File: src/rtl/key_deb_pkg.sv
// Shared types and default constants for the multi-channel key debouncer.
// The defaults give an 8 ms debounce window at a 20 MHz system clock.
package key_deb_pkg;

    typedef enum logic [1:0] {
        IDLE = 2'd0,
        PCHK = 2'd1,
        HELD = 2'd2,
        RCHK = 2'd3
    } state_t;

    localparam int unsigned DEF_DEB_CYCLES = 160000;
    localparam int          DEF_CNT_W      = 18;

endpackage

File: src/rtl/key_debounce_chan.sv
// One key channel: 2-flop synchroniser, debounce/hold FSM with a shared counter,
// and registered level and event outputs.
module key_debounce_chan
    import key_deb_pkg::*;
#(
    parameter int unsigned DEB_CYCLES  = DEF_DEB_CYCLES,
    parameter int unsigned LONG_CYCLES = 0,
    parameter int          CNT_W       = DEF_CNT_W,
    parameter logic        IDLE_LEVEL  = 1'b1
) (
    input  logic sclk,
    input  logic rst_n,
    input  logic key_raw,
    output logic key_level,
    output logic key_pressed,
    output logic press_pulse,
    output logic release_pulse,
    output logic long_pulse
);

    localparam logic [CNT_W-1:0] DEB_LAST  = CNT_W'(DEB_CYCLES - 1);
    localparam logic [CNT_W-1:0] LONG_LAST = CNT_W'(LONG_CYCLES);
    localparam bit               LONG_EN   = (LONG_CYCLES != 0);

    logic             s1;
    logic             s2;
    logic             act;
    logic             long_done;
    logic [CNT_W-1:0] cnt;
    state_t           state;

    assign act = (s2 != IDLE_LEVEL);

    // NOTE: all state uses non-blocking assignments so every flop samples pre-edge values.
    always_ff @(posedge sclk) begin
        if (!rst_n) begin
            s1            <= IDLE_LEVEL;
            s2            <= IDLE_LEVEL;
            state         <= IDLE;
            cnt           <= '0;
            long_done     <= 1'b0;
            key_level     <= IDLE_LEVEL;
            key_pressed   <= 1'b0;
            press_pulse   <= 1'b0;
            release_pulse <= 1'b0;
            long_pulse    <= 1'b0;
        end else begin
            s1 <= key_raw;
            s2 <= s1;

            // NOTE: strobes default low each cycle, so a pulse can never last two cycles.
            press_pulse   <= 1'b0;
            release_pulse <= 1'b0;
            long_pulse    <= 1'b0;

            unique case (state)
                IDLE: begin
                    if (act) begin
                        state <= PCHK;
                        cnt   <= '0;
                    end
                end
                PCHK: begin
                    if (!act) begin
                        state     <= IDLE;
                        cnt       <= '0;
                        long_done <= 1'b0;
                    end else if (cnt == DEB_LAST) begin
                        state       <= HELD;
                        cnt         <= '0;
                        press_pulse <= 1'b1;
                        key_pressed <= 1'b1;
                        key_level   <= ~IDLE_LEVEL;
                    end else begin
                        cnt <= cnt + CNT_W'(1);
                    end
                end
                HELD: begin
                    if (!act) begin
                        state <= RCHK;
                        cnt   <= '0;
                    end else if (LONG_EN && !long_done) begin
                        // Count stops at the threshold; long_done then blocks further counting.
                        if (cnt == LONG_LAST) begin
                            long_pulse <= 1'b1;
                            long_done  <= 1'b1;
                        end else begin
                            cnt <= cnt + CNT_W'(1);
                        end
                    end
                end
                RCHK: begin
                    if (act) begin
                        state <= HELD;
                        cnt   <= '0;
                    end else if (cnt == DEB_LAST) begin
                        state         <= IDLE;
                        cnt           <= '0;
                        long_done     <= 1'b0;
                        release_pulse <= 1'b1;
                        key_pressed   <= 1'b0;
                        key_level     <= IDLE_LEVEL;
                    end else begin
                        cnt <= cnt + CNT_W'(1);
                    end
                end
                default: begin
                    state <= IDLE;
                    cnt   <= '0;
                end
            endcase
        end
    end

endmodule

File: src/rtl/multi_key_debounce.sv
// N-channel key debouncer: one independent key_debounce_chan per key pin,
// plus elaboration-time sanity checks on the timing parameters.
module multi_key_debounce
    import key_deb_pkg::*;
#(
    parameter int          N_KEYS      = 4,
    parameter int unsigned DEB_CYCLES  = DEF_DEB_CYCLES,
    parameter int unsigned LONG_CYCLES = 0,
    parameter int          CNT_W       = DEF_CNT_W,
    parameter logic        IDLE_LEVEL  = 1'b1
) (
    input  logic              sclk,
    input  logic              rst_n,
    input  logic [N_KEYS-1:0] key_raw,
    output logic [N_KEYS-1:0] key_level,
    output logic [N_KEYS-1:0] key_pressed,
    output logic [N_KEYS-1:0] press_pulse,
    output logic [N_KEYS-1:0] release_pulse,
    output logic [N_KEYS-1:0] long_pulse
);

    if (DEB_CYCLES < 2) begin : g_bad_deb
        $error("DEB_CYCLES must be at least 2");
    end

    // The counter reaches DEB_CYCLES-1 while debouncing and LONG_CYCLES while holding.
    if ($clog2(DEB_CYCLES) > CNT_W || $clog2(LONG_CYCLES + 1) > CNT_W) begin : g_bad_cnt_w
        $error("CNT_W too small for DEB_CYCLES / LONG_CYCLES");
    end

    for (genvar i = 0; i < N_KEYS; i++) begin : g_chan
        key_debounce_chan #(
            .DEB_CYCLES (DEB_CYCLES),
            .LONG_CYCLES(LONG_CYCLES),
            .CNT_W      (CNT_W),
            .IDLE_LEVEL (IDLE_LEVEL)
        ) u_chan (
            .sclk         (sclk),
            .rst_n        (rst_n),
            .key_raw      (key_raw[i]),
            .key_level    (key_level[i]),
            .key_pressed  (key_pressed[i]),
            .press_pulse  (press_pulse[i]),
            .release_pulse(release_pulse[i]),
            .long_pulse   (long_pulse[i])
        );
    end

endmodule

File: config.mk
export PLATFORM = sky130hd
export DESIGN_NAME = multi_key_debounce
export DESIGN_NICKNAME = d
export VERILOG_FILES = /design/src/rtl/key_deb_pkg.sv /design/src/rtl/key_debounce_chan.sv /design/src/rtl/multi_key_debounce.sv
export SDC_FILE = /design/constraint.sdc
export NUM_CORES = 1
export LEC_CHECK = 0
export BUFFER_PORTS_ARGS = -buffer_cell sky130_fd_sc_hd__buf_4
export CORE_MARGIN = 2
export CORE_UTILIZATION = 53
export DETAILED_ROUTE_END_ITERATION = 10
export PLACE_DENSITY = 0.67
export SLEW_MARGIN = 20
export SYNTH_ARGS = -nofsm -noshare
export SYNTH_HDL_FRONTEND = slang
export SYNTH_SLANG_ARGS = --single-unit
File: constraint.sdc
create_clock -name sclk -period 4.4 [get_ports sclk]
set_input_delay 0.44 -clock sclk [delete_from_list [all_inputs] [get_ports sclk]]
set_output_delay 0.44 -clock sclk [all_outputs]
set_load 0.02 [all_outputs]
==> impl_metrics.csv <==
group,metric,value,unit
power,total_power,1620,uW
hold_path,worstHoldStart,"key_raw[0]",
cts,cts.repair.resized,0,
drt,drtAntennaViolNets,0,
layout,fillCellCount,831,
timing,period_share,49.1,%
critical_path,worst_ep_arrival_time,2.47,ns
logic_synthesis,fraction_of_post_synthesis_cell_area_in_the_top_cell_type_by_area,41.2,%
timing,rsz_0062_raised_after_global_routing,"no",
power,p_leak,0.00188,uW
drt,route.detailed.wl_per_inst,13.8,microns
logic_synthesis,number_of_different_library_cells_in_the_post_synthesis_netlist,55,
timing,layout_setup_ws,2.24,ns
timing,fin_crit,2.16,ns
drt,tritonroute_pass_1_iters,4,
logic_synthesis,async_reset_ff_share,0,%
cts,ctsHoldBuffers,0,
place,dp_hpwl,6.75,mm
timing,timing.max_slew.rel_slack,33.9,%
cts,cts.path.max_buffers,2,
cts,postCtsSetupBuffers,0,
place,setup_slack_at_placement,1.67,ns
drt,met3WireLength,278,microns
logic_synthesis,synth_cells,599,
logic_synthesis,synthDominantAreaCellType,"dfxtp_1",
critical_path,worst-r2r-setup-slack,2.24,ns
cts,cts.sinks,104,
logic_synthesis,synth.avg_cell_area,8.43,sq um
critical_path,reg2reg_to,"g_chan[3].u_chan.cnt[14]",
logic_synthesis,synth.cells.most_frequent,"104 x dfxtp_1, 57 x nand2_1, 50 x nor2_1, 44 x a21oi_1, 41 x a31oi_1",
hold_path,min_path_type,"in2reg",
global_routing,grt_remaining_overflow,0,
cts,root_buffer,"clkbuf_8",
cts,cts_inserted_buffers,9,
logic_synthesis,synth.cell_area,0.00505,sq mm
outcome,status,"finished clean",
critical_path,criticalPathCategory,"reg2reg",
timing,finalMaxSlewViolations,0,
drt,finalWirelength,10.0,mm
layout,post_route_cells_drive_above_1_share,9.21,%
critical_path,timing.reg2reg.worst_path_depth,7,
die,fp.dieW,102,microns
timing,finalSetupTns,0,ns
timing,tightestPinTransition,0.983,ns
drt,drt_first_iter_violations,139,
hold_path,hold_path_end,"g_chan[0].u_chan.s1",
critical_path,crit_path_max_fanout,16,
cts,clk_pin_slew,0.10,ns
die,area_enclosed_by_the_die_boundary,0.0103,sq mm
timing,max_freq,0.463,GHz
die,die_height,102,microns
logic_synthesis,synth_enable_flop_cells,0,
critical_path,critPathCaptureType,"register",
timing,fin_worst_skew,0.0125,ns
drt,routed-wl-met2,4.40,mm
place,io_buffer_count,21,
logic_synthesis,synth-warning-count,0,
global_routing,grtUsageTotal,20.3,%
layout,antenna_cells_inserted,0,
hold_path,hold_depth,2,
cts,cts_tree,"done",
place,finalWeightedCongestion,0.805,
critical_path,worstPathRequired,4.71,ns
die,io_pins,26,
logic_synthesis,synth-seq-area-share,41.2,%
timing,fin_hold_ws,0.248,ns
layout,area_growth,6.04,%
cts,clock_latency_on_the_worst_skew_pair,0.37,ns
logic_synthesis,synth_top_cells_by_area,"dfxtp_1 41%, a31oi_1 5.1%, a21oi_1 4.4%",
layout,nNetsFinal,603,
global_routing,initial_antenna_violation_count,0,
die,fp.coreArea,0.00924,sq mm
drt,post-route-drc-count,0,
die,rows,35,
flow_run,maxCapViolCount,0,
drt,total_routed_wire_length_on_the_met1_layer,5.18,mm
logic_synthesis,synth.most_common_cell,"dfxtp_1",
timing,report.final.hold_viol_count,0,
critical_path,timing.rr.start,"g_chan[3].u_chan.cnt[0]",
power,p_per_area,302,mW/mm^2
drt,top_layer_used,"met4",
logic_synthesis,yosys_register_bits,104,
drt,via_count,4221,
die,initial_core_util,54.7,%
drt,detail_route.vias_per_cell,5.81,
logic_synthesis,synth-main-ff-cell,"dfxtp_1",
power,vdd_ir_drop_max,0.000157,V
timing,setup_violations,0,
cts,cts-htree-levels,3,
global_routing,grt_pass1_vias,3811,
global_routing,grt_max_degree,38,
critical_path,cp-start-kind,"register",
global_routing,grt_first_pass_wirelength,17.1,mm
area by class of cell:
type / count / area [sq um] / area share (%)
clock buffer: 10 / 138 / 2.57
clock inverter: 5 / 56.3 / 1.05
sequential: 104 / 2080 / 38.9
timing repair buffer: 22 / 165 / 3.08
inverter: 9 / 33.8 / 0.631
tap: 129 / 161 / 3.01
multi-input combinational: 447 / 2720 / 50.8
power by group:
group	total [uW]	switching, uW	internal (uW)
combinational	56.9	40.2	16.8
clock	610	334	276
sequential	953	5.94	947
total	1620	380	1240
worst max-delay path: stages (launching register included):
cell and delay (ns):
dfxtp_1 0.35, ha_1 0.25, nand3_1 0.15, nor3_2 0.11, a211oi_2 0.61, buf_4 0.32
a41oi_1 0.13, a31oi_1 0.16
cells by family after synthesis:
group / Yosys count / synth area share, %
and+or+nand+nor: 261 / 27.8
buffers and inverters: 51 / 5.70
DFF: 104 / 41.2
other: 1 / 0.0742
AOI/OAI and AO/OA: 154 / 19.5
adders and majority gates: 4 / 0.991
muxes: 10 / 1.98
xor gates and xnor gates: 14 / 2.72
registers in the layout (all words and copies together), names as in the netlist, named ones only:
signal and flops:
g_chan.u_chan.cnt 72, g_chan.u_chan.key_pressed 4, g_chan.u_chan.press_pulse 4, g_chan.u_chan.key_level 4, g_chan.u_chan.release_pulse 4, g_chan.u_chan.state 4
g_chan.u_chan.s2 4, g_chan.u_chan.s1 4
layout by cell type, fill, tap and decap left out, types with 3 or more instances in the layout:
cell type and n:
nor4_1 4, nand2b_1 22, nor3_1 17, nor3b_1 5, a22oi_1 6, dfxtp_1 104, nor2_1 50, conb_1 4
nand3b_1 3, a22o_1 4, a21o_1 4, and2_1 6, xor2_1 4, ha_1 4, a211oi_4 3, inv_1 8
o31a_1 3, o21ai_0 22, a31oi_1 41, mux2i_1 10, buf_4 22, xnor2_1 8, nand2_1 57, a41oi_1 11
o31ai_1 3, and4_1 6, nand4_1 17, and3_1 22, a21oi_1 44, a211oi_1 4, nand3_1 32, clkbuf_8 10
worst max-delay path by stage:
stage,startpoint,depth (start not counted),to
2_1_floorplan,g_chan[0].u_chan.cnt[10],6,g_chan[0].u_chan.key_pressed
5_1_grt,g_chan[3].u_chan.cnt[0],7,g_chan[3].u_chan.cnt[5]
3_3_place_gp,rst_n,5,g_chan[2].u_chan.cnt[9]
3_5_place_dp,rst_n,5,g_chan[2].u_chan.cnt[10]
4_1_cts,g_chan[0].u_chan.cnt[0],6,g_chan[0].u_chan.cnt[5]
6_report,g_chan[3].u_chan.cnt[0],7,g_chan[3].u_chan.cnt[14]
through the flow:
step,area (sq um),std cells,utilization [%]
3_5_place_dp,5140,711,55.6
4_1_cts,5330,726,57.7
5_1_grt,5360,726,58.0
6_report,5360,726,58.0
2_1_floorplan,5060,602,-
3_3_place_gp,5140,711,55.6
routing by layer:
layer | track usage [%] | vias up
met2 | 32.1 | 68
met5 | 0 | -
met3 | 3.11 | 17
met1 | 27.9 | 1957
met4 | 8.00 | 0
li1 | - | 2179
Power figures use the tool's default switching activity.
